==> src/rtl/axi4_lite_master_bridge.sv <==
// axi4_lite_master_bridge: command/response stream to AXI4-Lite master, one transaction in flight
// Ports: aclk, aresetn (sync, active-low); cmd_* command stream in (valid/ready);
//        rsp_* response stream out (valid/ready); aw/w/b write and ar/r read master channels.
module axi4_lite_master_bridge #(
  parameter int ADDR_WIDTH = 32,
  parameter int DATA_WIDTH = 32,
  parameter logic [2:0] PROT = 3'b000
) (
  input  logic                    aclk,
  input  logic                    aresetn,
  input  logic                    cmd_valid,
  output logic                    cmd_ready,
  input  logic                    cmd_write,
  input  logic [ADDR_WIDTH-1:0]   cmd_addr,
  input  logic [DATA_WIDTH-1:0]   cmd_wdata,
  input  logic [DATA_WIDTH/8-1:0] cmd_wstrb,
  output logic                    rsp_valid,
  input  logic                    rsp_ready,
  output logic                    rsp_write,
  output logic [DATA_WIDTH-1:0]   rsp_rdata,
  output logic [1:0]              rsp_resp,
  output logic [ADDR_WIDTH-1:0]   awaddr,
  output logic [2:0]              awprot,
  output logic                    awvalid,
  input  logic                    awready,
  output logic [DATA_WIDTH-1:0]   wdata,
  output logic [DATA_WIDTH/8-1:0] wstrb,
  output logic                    wvalid,
  input  logic                    wready,
  input  logic [1:0]              bresp,
  input  logic                    bvalid,
  output logic                    bready,
  output logic [ADDR_WIDTH-1:0]   araddr,
  output logic [2:0]              arprot,
  output logic                    arvalid,
  input  logic                    arready,
  input  logic [DATA_WIDTH-1:0]   rdata,
  input  logic [1:0]              rresp,
  input  logic                    rvalid,
  output logic                    rready
);
  typedef enum logic [2:0] {IDLE, WR_REQ, WR_RESP, RD_REQ, RD_RESP, RSP} state_t;
  state_t state;
  assign cmd_ready = state == IDLE;
  assign bready = state == WR_RESP;
  assign rready = state == RD_RESP;
  assign awprot = PROT;
  assign arprot = PROT;
  always_ff @(posedge aclk) begin
    if (!aresetn) begin
      state <= IDLE;
      awaddr <= '0;
      awvalid <= 1'b0;
      wdata <= '0;
      wstrb <= '0;
      wvalid <= 1'b0;
      araddr <= '0;
      arvalid <= 1'b0;
      rsp_valid <= 1'b0;
      rsp_write <= 1'b0;
      rsp_rdata <= '0;
      rsp_resp <= '0;
    end else begin
      case (state)
        IDLE: if (cmd_valid) begin
          if (cmd_write) begin
            awaddr <= cmd_addr;
            wdata <= cmd_wdata;
            wstrb <= cmd_wstrb;
            awvalid <= 1'b1;
            wvalid <= 1'b1;
            state <= WR_REQ;
          end else begin
            araddr <= cmd_addr;
            arvalid <= 1'b1;
            state <= RD_REQ;
          end
        end
        // AW and W complete independently; leave once neither is still pending
        WR_REQ: begin
          if (awready) awvalid <= 1'b0;
          if (wready) wvalid <= 1'b0;
          if ((!awvalid || awready) && (!wvalid || wready)) state <= WR_RESP;
        end
        WR_RESP: if (bvalid) begin
          rsp_write <= 1'b1;
          rsp_rdata <= '0;
          rsp_resp <= bresp;
          rsp_valid <= 1'b1;
          state <= RSP;
        end
        RD_REQ: if (arready) begin
          arvalid <= 1'b0;
          state <= RD_RESP;
        end
        RD_RESP: if (rvalid) begin
          rsp_write <= 1'b0;
          rsp_rdata <= rdata;
          rsp_resp <= rresp;
          rsp_valid <= 1'b1;
          state <= RSP;
        end
        RSP: if (rsp_ready) begin
          rsp_valid <= 1'b0;
          state <= IDLE;
        end
        default: state <= IDLE;
      endcase
    end
  end
endmodule

==> config.mk <==
export PLATFORM = sky130hd
export DESIGN_NAME = axi4_lite_master_bridge
export DESIGN_NICKNAME = d
export VERILOG_FILES = /design/src/rtl/axi4_lite_master_bridge.sv
export SDC_FILE = /design/constraint.sdc
export NUM_CORES = 1
export LEC_CHECK = 0
export ABC_AREA = 0
export BUFFER_PORTS_ARGS = -buffer_cell sky130_fd_sc_hd__clkbuf_2
export CORE_MARGIN = 2
export CORE_UTILIZATION = 35
export CTS_CLUSTER_DIAMETER = 60
export DETAILED_ROUTE_END_ITERATION = 8
export GPL_TIMING_DRIVEN = 0
export HOLD_SLACK_MARGIN = 0.08
export SYNTH_ARGS = -nofsm -noshare
export SYNTH_HDL_FRONTEND = slang
export SYNTH_SLANG_ARGS = --single-unit
==> constraint.sdc <==
create_clock -name aclk -period 3.6 [get_ports aclk]
set_clock_uncertainty 0.2 [all_clocks]
set_input_delay 0.72 -clock aclk [delete_from_list [all_inputs] [get_ports aclk]]
set_output_delay 0.72 -clock aclk [all_outputs]
set_load 0.01 [all_outputs]
# Word level (Yosys, flattened, before mapping)
# Cells that the tools add are included.
# classes
n_eq_ne	15
muxes	30
bitwise_logic	1
reduce_logical	18
# op_table
cell	count
$mux W32	2
$pmux W32 S2	1
$mux W3	6
$ne A2 B2 Y1 const B	9
$pmux W3 S6	1
$reduce_and A4 Y1	4
$mux W1	11
$reduce_and A3 Y1	3
$pmux W1 S2	4
$eq A3 B2 Y1 const B	2
$eq A3 B3 Y1 const B	2
$mux W2	3
$reduce_and A6 Y1	1
$reduce_bool A2 Y1	3
$pmux W2 S2	1
$eq A3 B1 Y1 const B	1
$logic_not A3 Y1	1
$pmux W1 S3	1
$reduce_bool A3 Y1	1
$logic_not A1 Y1	2
$logic_or A1 B1 Y1	2
$ne A2 B1 Y1 const B	1
$logic_and A1 B1 Y1	1
$not A1 Y1	1
# word_totals
ff_bits	142
output_inout_bits	148

# Depth between registers and ports, before layout
# logic_depth
ltp_word	5
depth_mapped	8
depth_no_buf	4

# Least setup slack after synthesis
# OpenSTA, ideal clock, no wires.
# synth_timing
path_kind	register -> output
from	reg state[0]
to	out rready
arrival_ps	864
required_ps	2680
slack_ps	1816
stages_incl_launch_ff	4
path_buffers	2
cell_sequence	dfxtp_1 -> buf_2 -> clkbuf_1 -> nor2_1
# synth_via
elab_chain_len	1
# synth_rtl
element	line_no	text
start: declaration	43	state_t state;
start signal: assignment	51	state <= IDLE;
start signal: assignment	72	state <= WR_REQ;
start signal: assignment	76	state <= RD_REQ;
$eq A3 B3 Y1	46	assign rready = state == RD_RESP;
end: declaration	40	output logic rready
# Every way passes these cells.

# Worst setup path in the final report
# Ends and elaborated chain as after synthesis.

==> run metrics <==
total CTS buffers=17; syn_area_per_cell=8.339 um2; Final Slew Violations=0; commonest non-fill, non-tap cells in the layout=255 x clkbuf_2, 208 x nand2_1, 142 x dfxtp_1; r2r worst-path depth=6; Core ar.=14480 um2; crit-path max cell delay=380 ps; Sw Share=0.2883; Root Buffer=clkbuf_16; Row Count=44; final hold viol count=0; Tightest Pin Transition=717.2 ps; commonest non-fill, non-tap cell in the layout=clkbuf_2; critical path class=register to primary output; Final Cell Area=7382 um2; sequential fraction of the synthesis area=0.5516; critical path's slowest cell=clkbuf_1; total wire length=15550 um; critical path launch point type=register; DP Area=6679 um2; Hold EP=awaddr[29]; clock-pin slew of the registers on the worst-case setup and hold paths=60 ps; Max-Slew Margin vs Limit=0.5219; register share of total power=0.369; Total Routing Usage GR=0.1971; layout cells sized above 1=0.3440; hold path depth=2; starting density of the core=0.3559; largest net degree at the start of global routing=17; setup violators final=0; Netlist cell types=31; VDD IR-drop max=273.2 uV; Setup TNS=0 ps; number of max-cap violations=0; Internal=3584 uW; Clock Sinks=142; crit path DAT=1610 ps; synth warn=0; P&R area growth vs syn=43.24%; final-layout fill cell count=1455; clock power share=0.413; Post-Synthesis Cells=618; # IOs=262; Detailed Place HPWL=11600 um; clk buf depth=2; NetSw=1452 uW; first-pass detailed-route iteration total=5; antenna cells=0; # DRC=0; Buffers on Ports=255; R2R Path End=awaddr[14]; die area=15710 um2; leak pwr=0.003319 uW; RSZ-0062 raised after global routing=false; H-tree depth=4; Gate power share=0.218; crit-path max FO=10; WL/cell=14.21 um; GP Congestion=0.8007; CTS tree=yes; DR iter-0 viols=213; NumNets Final=1011; post-CTS setup buffers=0; vias in the first global route=4733; total grt overflow=0; CP endpoint kind=primary output; initial antenna violation count=0; hold_ws=252.4 ps; hold wc startpoint=awaddr[29]; DRT antenna net count=0; number of synthesized register bits=142; Worst Hold Class=register to register; PwrDens=682.1 nW/um2; # hold bufs at CTS=0; Die X=125.3 um; vias per inst=4.610; post-layout min period=2532 ps; r2r setup slk=1610 ps; clk_lat worst skew=420 ps; final period utilization=0.7034; first-pass GRT wire length=24540 um; f_max=394.9 MHz; vias=5043; synthesized area=5154 um2; r2r startpoint=state[2]; CP Cell Sequence=buf_2 > clkbuf_1 > nor2_1 > clkbuf_2; Critical Path RT=2680 ps; Resize count post-CTS=0; status=finished clean; die extent in y=125.3 um
## per-stage QoR
step / util / total power [uW] / worst slack (ps) / std cells
floorplan: - / 2547 / 1816 / 623
CTS: 0.5099 / 5094 / 1048 / 1094
global route: 0.5099 / 5303 / 944.1 / 1094
detailed placement: 0.4613 / 3002 / 1109 / 1062
finish: 0.5099 / 5036 / 1068 / 1094
global placement: 0.4613 / 2995 / 1181 / 1062
## worst max-delay path by stage
stage,cells after the start,end,startpoint
after global placement,5,wdata[5],aresetn
after floorplan,3,rready,state[0]
final,4,rready,state[0]
after global routing,4,rready,state[0]
after CTS,4,rready,state[0]
after detailed placement,5,rsp_rdata[21],aresetn
## cell families (layout without fill, tap and decap cells)
group | count (synthesis) | after routing | share of synthesized area
AND/OR/NAND/NOR | 263 | 263 | 0.2059
AO/OA/AOI/OAI | 152 | 152 | 0.1811
flip-flops | 142 | 142 | 0.5516
buffers and inverters | 57 | 344 | 0.05487
multiplexers | 3 | 3 | 0.005827
other | 1 | 6 | 0.0007276
## power by group through the flow
| stage | clock network (uW) | logic [uW] | registers (uW) |
|---|---|---|---|
| floorplan | 0 | 573 | 1970 |
| global placement | 0 | 1110 | 1890 |
| detailed placement | 0 | 1110 | 1890 |
| CTS | 2120 | 1110 | 1860 |
| global route | 2190 | 1230 | 1880 |
| finish | 2080 | 1100 | 1860 |
## worst max-delay path, delay by kind of cell (launching register included)
| family | cells | cell delay, ps |
|---|---|---|
| flip-flops | 1 | 300 |
| AND/OR/NAND/NOR | 1 | 160 |
| buffers and inverters | 3 | 740 |
## sequential cells by signal, indices dropped and copies added, names as in the netlist
signal     count
rsp_valid      1
rsp_rdata     32
awvalid        1
arvalid        1
awaddr        32
wvalid         1
araddr        32
rsp_resp       2
rsp_write      1
state          3
wdata         32
wstrb          4
## per-layer routing
metal  share of wire  up-vias  GRT usage  routed length [um]
li1                -     2586          -                   -
met5               0        -          0                   0
met1            0.45     2256     0.2515                7001
met4           0.027        0    0.08758                 415
met2            0.47      173     0.3146                7241
met3           0.057       28    0.05178                 892
## synthesized netlist by cell type (all sizes together)
library cell | count | area share
a211o | 1 | 0.0017
a21boi | 20 | 0.029
a21o | 3 | 0.0044
a21oi | 85 | 0.083
a22o | 1 | 0.0017
a22oi | 32 | 0.047
a311o | 1 | 0.0019
a311oi | 2 | 0.0034
and2 | 1 | 0.0012
and3 | 1 | 0.0012
and3b | 1 | 0.0017
buf | 24 | 0.031
clkbuf | 30 | 0.022
conb | 1 | 0.00073
dfxtp | 142 | 0.55
inv | 3 | 0.0022
mux2i | 3 | 0.0058
nand2 | 208 | 0.15
nand2b | 4 | 0.0049
nand3 | 2 | 0.0019
nand3b | 3 | 0.0044
nor2 | 33 | 0.024
nor2b | 7 | 0.0085
nor3 | 1 | 0.0032
nor3b | 1 | 0.0015
nor4bb | 1 | 0.0019
o21a | 1 | 0.0015
o21ai | 4 | 0.0039
o221a | 2 | 0.0044
## cell type report
| cell class | instances | area (um2) | share of cell area |
|---|---|---|---|
| flip-flops and latches | 142 | 2843 | 0.3851 |
| well taps | 184 | 230.2 | 0.03119 |
| multi-input cells | 424 | 2047 | 0.2773 |
| repair buffers | 255 | 1276 | 0.1729 |
| inverters | 3 | 11.26 | 0.001525 |
| plain buffers | 54 | 271.5 | 0.03678 |
| clock inverters | 13 | 260.3 | 0.03525 |
| clock buffers | 19 | 442.9 | 0.06000 |
Power figures use the tool's default switching activity.
